### src/rtl/fifo36_tx_arbiter_if.sv
// One fifo36 stream link: 36-bit word plus src_rdy/dst_rdy handshake.
// The master drives the word; the slave returns dst_rdy.
interface fifo36_tx_arbiter_if;
    logic [35:0] data;
    logic        src_rdy;
    logic        dst_rdy;

    modport master (output data, output src_rdy, input dst_rdy);
    modport slave  (input data, input src_rdy, output dst_rdy);
endinterface

### src/rtl/fifo36_tx_arbiter.sv
// Frame-granular 2:1 arbiter for the GEMAC TX fifo36 path. A granted frame
// passes combinationally until EOF. Orphan words are dropped while idle.
module fifo36_tx_arbiter #(
    parameter int PRIO_MODE = 0
) (
    input  logic                        clk,
    input  logic                        reset,
    input  logic                        clear,
    fifo36_tx_arbiter_if.slave          in0,
    fifo36_tx_arbiter_if.slave          in1,
    fifo36_tx_arbiter_if.master         out,
    input  logic                        hold,
    output logic                        busy,
    output logic                        cur_port,
    output logic [15:0]                 frame_count,
    output logic [7:0]                  drop_count
);

    localparam int SOF_BIT = 32;
    localparam int EOF_BIT = 33;

    localparam logic [1:0] ST_IDLE  = 2'd0;
    localparam logic [1:0] ST_PASS0 = 2'd1;
    localparam logic [1:0] ST_PASS1 = 2'd2;

    logic [1:0]  state_q, state_d;
    logic        cur_port_q, cur_port_d;
    logic [15:0] frame_cnt_q, frame_cnt_d;
    logic [7:0]  drop_cnt_q, drop_cnt_d;

    logic        req0, req1;
    logic        orph0, orph1;
    logic        grant;
    logic [35:0] out_data_c;
    logic        out_vld_c;
    logic        in0_rdy_c, in1_rdy_c;

    function automatic logic [7:0] sat_add8(input logic [7:0] a, input logic [1:0] inc);
        logic [8:0] sum;
        sum = {1'b0, a} + {7'b0, inc};
        return sum[8] ? 8'hFF : sum[7:0];
    endfunction

    // Orphan acceptance is suppressed during reset/clear so every dst_rdy
    // reads low while the block is being initialised.
    always_comb begin
        req0  = in0.src_rdy & in0.data[SOF_BIT];
        req1  = in1.src_rdy & in1.data[SOF_BIT];
        orph0 = in0.src_rdy & ~in0.data[SOF_BIT] & ~reset & ~clear;
        orph1 = in1.src_rdy & ~in1.data[SOF_BIT] & ~reset & ~clear;
    end

    always_comb begin
        state_d     = state_q;
        cur_port_d  = cur_port_q;
        frame_cnt_d = frame_cnt_q;
        drop_cnt_d  = drop_cnt_q;
        grant       = 1'b0;
        out_data_c  = '0;
        out_vld_c   = 1'b0;
        in0_rdy_c   = 1'b0;
        in1_rdy_c   = 1'b0;

        case (state_q)
            ST_IDLE: begin
                in0_rdy_c  = orph0;
                in1_rdy_c  = orph1;
                drop_cnt_d = sat_add8(drop_cnt_q, {1'b0, orph0} + {1'b0, orph1});
                if (!hold && (req0 || req1)) begin
                    if (req0 && req1)
                        grant = (PRIO_MODE != 0) ? 1'b0 : ~cur_port_q;
                    else
                        grant = req1;
                    state_d    = grant ? ST_PASS1 : ST_PASS0;
                    cur_port_d = grant;
                end
            end
            ST_PASS0: begin
                out_data_c = in0.data;
                out_vld_c  = in0.src_rdy;
                in0_rdy_c  = out.dst_rdy;
                if (in0.src_rdy && out.dst_rdy && in0.data[EOF_BIT]) begin
                    state_d     = ST_IDLE;
                    frame_cnt_d = frame_cnt_q + 16'd1;
                end
            end
            ST_PASS1: begin
                out_data_c = in1.data;
                out_vld_c  = in1.src_rdy;
                in1_rdy_c  = out.dst_rdy;
                if (in1.src_rdy && out.dst_rdy && in1.data[EOF_BIT]) begin
                    state_d     = ST_IDLE;
                    frame_cnt_d = frame_cnt_q + 16'd1;
                end
            end
            default: state_d = ST_IDLE;
        endcase
    end

    always_ff @(posedge clk or posedge reset) begin
        if (reset) begin
            state_q     <= ST_IDLE;
            cur_port_q  <= 1'b1;
            frame_cnt_q <= '0;
            drop_cnt_q  <= '0;
        end else if (clear) begin
            state_q     <= ST_IDLE;
            cur_port_q  <= 1'b1;
            frame_cnt_q <= '0;
            drop_cnt_q  <= '0;
        end else begin
            state_q     <= state_d;
            cur_port_q  <= cur_port_d;
            frame_cnt_q <= frame_cnt_d;
            drop_cnt_q  <= drop_cnt_d;
        end
    end

    assign out.data    = out_data_c;
    assign out.src_rdy = out_vld_c;
    assign in0.dst_rdy = in0_rdy_c;
    assign in1.dst_rdy = in1_rdy_c;

    assign busy        = (state_q == ST_PASS0) || (state_q == ST_PASS1);
    assign cur_port    = cur_port_q;
    assign frame_count = frame_cnt_q;
    assign drop_count  = drop_cnt_q;

endmodule

### src/flat_wrapper.sv
// flat-port wrapper written by rule: the top's interface ports become plain ports
module fifo36_tx_arbiter_flat 
#(
    parameter int PRIO_MODE = 0
)
  (clk, reset, clear, hold, busy, cur_port, frame_count, drop_count, in0_data, in0_src_rdy, in0_dst_rdy, in1_data, in1_src_rdy, in1_dst_rdy, out_data, out_src_rdy, out_dst_rdy);
  fifo36_tx_arbiter_if in0_i ();
  fifo36_tx_arbiter_if in1_i ();
  fifo36_tx_arbiter_if out_i ();
  input  logic clk;
  input  logic reset;
  input  logic clear;
  input  logic hold;
  output logic busy;
  output logic cur_port;
  output logic [15:0] frame_count;
  output logic [7:0] drop_count;
  input wire logic [$bits(in0_i.data)-1:0] in0_data;
  input wire logic [$bits(in0_i.src_rdy)-1:0] in0_src_rdy;
  output wire logic [$bits(in0_i.dst_rdy)-1:0] in0_dst_rdy;
  input wire logic [$bits(in1_i.data)-1:0] in1_data;
  input wire logic [$bits(in1_i.src_rdy)-1:0] in1_src_rdy;
  output wire logic [$bits(in1_i.dst_rdy)-1:0] in1_dst_rdy;
  output wire logic [$bits(out_i.data)-1:0] out_data;
  output wire logic [$bits(out_i.src_rdy)-1:0] out_src_rdy;
  input wire logic [$bits(out_i.dst_rdy)-1:0] out_dst_rdy;
  assign in0_i.data = in0_data;
  assign in0_i.src_rdy = in0_src_rdy;
  assign in0_dst_rdy = in0_i.dst_rdy;
  assign in1_i.data = in1_data;
  assign in1_i.src_rdy = in1_src_rdy;
  assign in1_dst_rdy = in1_i.dst_rdy;
  assign out_data = out_i.data;
  assign out_src_rdy = out_i.src_rdy;
  assign out_i.dst_rdy = out_dst_rdy;
  fifo36_tx_arbiter #(.PRIO_MODE(PRIO_MODE)) u_core (.clk(clk), .reset(reset), .clear(clear), .in0(in0_i), .in1(in1_i), .out(out_i), .hold(hold), .busy(busy), .cur_port(cur_port), .frame_count(frame_count), .drop_count(drop_count));
endmodule
### config.mk
export PLATFORM = sky130hd
export DESIGN_NAME = fifo36_tx_arbiter_flat
export DESIGN_NICKNAME = d
export VERILOG_FILES = /design/src/rtl/fifo36_tx_arbiter_if.sv /design/src/rtl/fifo36_tx_arbiter.sv /design/src/flat_wrapper.sv
export SDC_FILE = /design/constraint.sdc
export NUM_CORES = 1
export LEC_CHECK = 0
export ABC_AREA = 1
export CAP_MARGIN = 20
export CORE_ASPECT_RATIO = 0.75
export CORE_MARGIN = 2
export CORE_UTILIZATION = 37
export CTS_CLUSTER_DIAMETER = 30
export DETAILED_ROUTE_END_ITERATION = 12
export PLACE_DENSITY = 0.8
export SLEW_MARGIN = 5
export SYNTH_ARGS = -nofsm -noshare
export SYNTH_HDL_FRONTEND = slang
export SYNTH_SLANG_ARGS = --single-unit
### constraint.sdc
create_clock -name clk -period 2.1 [get_ports clk]
set_clock_uncertainty 0.2 [all_clocks]
set_input_delay 0.21 -clock clk [delete_from_list [all_inputs] [get_ports clk]]
set_output_delay 0.21 -clock clk [all_outputs]
set_load 0.01 [all_outputs]
==> results <==
## worst max-delay path, cell delays in order, from the launching register on
cell and delay [ns]:
dfrtp_1 0.43, buf_6 0.14, ha_4 0.15, buf_12 0.13
buf_8 0.13, buf_4 0.13, nand2_1 0.08, a21oi_2 0.06
buf_2 0.14
## power by group through the flow
stage	logic, mW	registers, mW	clock network [mW]
2_1_floorplan	0.771	0.619	0
3_3_place_gp	1.71	0.613	0
3_5_place_dp	1.73	0.614	0
4_1_cts	1.75	0.602	0.327
5_1_grt	2.22	0.612	0.350
6_report	2.07	0.603	0.325
## cell type report
class | count | area, um^2
Antenna cell | 1 | 2.502
Clock buffer | 3 | 41.29
Clock inverter | 1 | 8.758
Fill cell | 459 | 1528
Inverter | 29 | 125.1
Multi-Input combinational cell | 294 | 1555
Sequential cell | 27 | 676.9
Tap cell | 78 | 97.59
Timing Repair Buffer | 187 | 1760
## synthesized netlist by cell type, types with 2 or more instances
cell type and n:
o21ai_1 12, buf_1 9, inv_2 5, nand3_1 23, nor2_1 37, a21o_1 2, o21ai_0 4, inv_1 24
nand2_2 3, a21oi_1 44, buf_6 2, buf_2 5, nand2_1 145, nand4_1 8, ha_1 5, dfrtp_1 26
o22ai_1 2, nand3_2 2
## layout by cell type (no fill, tap or decap), drive strengths merged, types with 2 or more instances in the layout
master / instances
nand2: 148
clkdlybuf4s50: 97
buf: 74
a21oi: 44
nor2: 38
inv: 29
dfrtp: 26
nand3: 25
o21ai: 16
clkbuf: 12
nand4: 8
dlygate4sd2: 7
ha: 5
a21o: 2
o22ai: 2
## registers in the layout, summed over array words and instances (netlist names)
register / cells
u_core.cur_port: 1
u_core.drop_count: 8
u_core.state_q: 2
u_core.frame_count: 16
## final timing paths
kind,endpoint
min in group clk,u_core.frame_count[9]
max,out_data[33]
max reg2reg,u_core.frame_count[15]
min reg2reg,u_core.cur_port
min,u_core.frame_count[14]
max in group asynchronous,u_core.cur_port
## stage by stage
step                power [mW]  hold slack [ns]  utilization, %   TNS, ns
CTS                      2.682          0.01331           69.65  -0.01497
finish                   2.997         0.005204           73.64         0
floorplan                1.390         -0.08513               -   -0.4273
global route             3.183          0.03765           73.60   -0.4533
global placement         2.322           0.2942           69.11    -2.546
detailed placement       2.346           0.2973           69.11    -3.612
## kinds of logic after synthesis
kind of cell    Yosys count
simple gates            221
fa+ha+maj                 6
flops                    27
compound gates           66
buf+inv                  45
xor+xnor                  1
## what timing repair did
action                                  CTS  global route
endpoints found under the setup margin   48            59
buffers inserted                          8             3
cloned                                    0             4
pin swaps                                 4            15
resized for setup                       151            72
## layer usage
layer,vias up,share of wire (%)
met5,-,0
met3,15,7.4
met4,0,1.3
met2,111,48
met1,1446,43
li1,1533,-
==> impl_summary.txt <==
----------------------------------------------------
[Synthesis]
  Synthesized cell area ... 2211 um^2
  Share of cell area taken by muxes after synthesis ... 0%
  Yosys cell types ... 26
  Post-synthesis share of cell area spent on full adders, half adders and majority gates ... 3.735%
  Number of flops mapped to enable cells by yosys ... 0
  Post-synth ARST share ... 100.0%
  Dominant combinational cell family by area after synthesis ... simple AND/OR/NAND/NOR gates
  Post-Synthesis Net Count ... 451
  Synthesized area divided by synthesized cell count ... 6.041 um^2
  Simple-gate share of the synthesized area ... 41.14%
  Area share of the largest cell type after synthesis ... 29.43%
  Warning count from the yosys run ... 0
  Cell types occupying the most area after synthesis ... dfrtp_1, nand2_1, a21oi_1, nor2_1, nand3_1
  Biggest area consumer among synthesized cells ... dfrtp_1
  XOR/XNOR share of the synthesized area ... 0.3962%
  Area fraction in compound gates after synthesis ... 15.51%
  Synthesized instance count ... 366
  Flip-flop and latch count after synthesis ... 27
  Most used DFF post-synth ... dfrtp_1
  Share of synthesized area occupied by flip-flops and latches ... 30.62%

[Power and ir drop]
  Combinational Power Share ... 69.0%
  Switch share ... 42.65%
  Cell internal power dissipation ... 1.719 mW
  Net load switching power ... 1.278 mW
  Sequential fraction of design power ... 20.1%
  Cell Pwr Density ... 702.2 nW/um^2
  Portion of total power attributed to the clock network ... 10.8%
  Static power due to leakage ... 1.909 nW
  Maximum resistive drop on vdd ... 0.4789 mV

[Worst setup path]
  Class of the most critical setup path ... reg2out
  Flop2flop setup slack ... 0.05 ns
  Sort of element at the start of the critical path ... register
  Path depth of the worst reg2reg path ... 13
  Crit end category ... output pin
  Data arrival time of the worst path ... 1.67 ns
  Required time of the critical path ... 1.69 ns
  Worst Setup SP ... u_core.state_q[1]
  Worst-path fanout max ... 6
  Launch instance of the worst register-to-register path ... u_core.state_q[1]

[Floorplanning]
  Row count ... 24
  Die Outline Area ... 6616 um^2
  Starting Density ... 38.15%
  Die height ... 70.95 um
  Placeable core region ... 5796 um^2
  # IOs ... 144
  X dimension of the die ... 93.26 um

[Cells and area]
  Layout Cell Area excl Fill ... 4268 um^2
  Total Nets Final ... 627
  Area overhead of the layout relative to synthesis ... 93.04%
  Layout cells sized above 1 ... 27.73%
  Count of non-filler cells in the finished layout ... 620

[Timing]
  Highest achievable clock rate ... 479.9 MHz
  Worst Setup Slack, final ... 0.01624 ns
  Share of the clock period used by the worst path after layout ... 99.23%
  Clock period minus worst slack ... 2.084 ns
  Unrepaired setup endpoints after global routing ... yes
  Transition time of the tightest slew-check pin ... 0.4744 ns
  Final-report setup violation count ... 0
  Final Max Tran Viols ... 0
  Final hold viol count ... 0
  Slew Limit Headroom ... 68.26%

[Global route]
  Met3 capacity usage during global routing ... 6.070%
  Maximum number of pins on one net before global-route repair ... 28
  Global-route wire length before repair ... 13880 um
  Global route overflow ... 0
  Via count of the first global-routing pass ... 2826
  GRT Overall Usage ... 25.66%
  Met2 Resource Use GR ... 42.05%
  Antenna violations before repair ... 0
  Met1 track utilization from global routing ... 35.11%
  Busiest metal layer after global routing ... met2

[Placed design]
  Port Buf Inserts ... 143
  HPWL Detailed ... 6595 um
  GPL Wtd Cong ... 0.8374
  Place WS ... -0.3968 ns
  Cell count after placement ... 600
  Total placed instance area ... 4005 um^2

[Routing]
  Detailed-router iteration count before antenna repair ... 4
  Remaining antenna violation count after routing ... 0
  Via count ... 3105
  Total wire length ... 9156 um
  Routed wire per std cell ... 14.77 um
  Detail-routed via count per cell ... 5.008
  Count of routing violations after the opening detailed-route iteration ... 121
  Detailed-route DRC error count ... 0

[Clock tree]
  Cts-stage hold buffer count ... 0
  Clock latency at the later pin of the worst-skew pair ... 0.29 ns
  Clock tree root buffer cell ... clkbuf_8
  Level count of the clock H-tree ... 1
  CTS sink cnt ... 27
  Clock tree from TritonCTS ... yes
  Clock-pin transition on the worst setup and hold timing paths ... 0.10 ns
  Clock buffer count from CTS ... 3
  CTS max path bufs ... 2

[Run status]
  Result of the run ... finished, final reports clean

[Run]
  Max capacitance violation total ... 0

[Min path]
  Worst hold path class ... in2async

----------------------------------------------------
(Power assumes the default switching activity.)
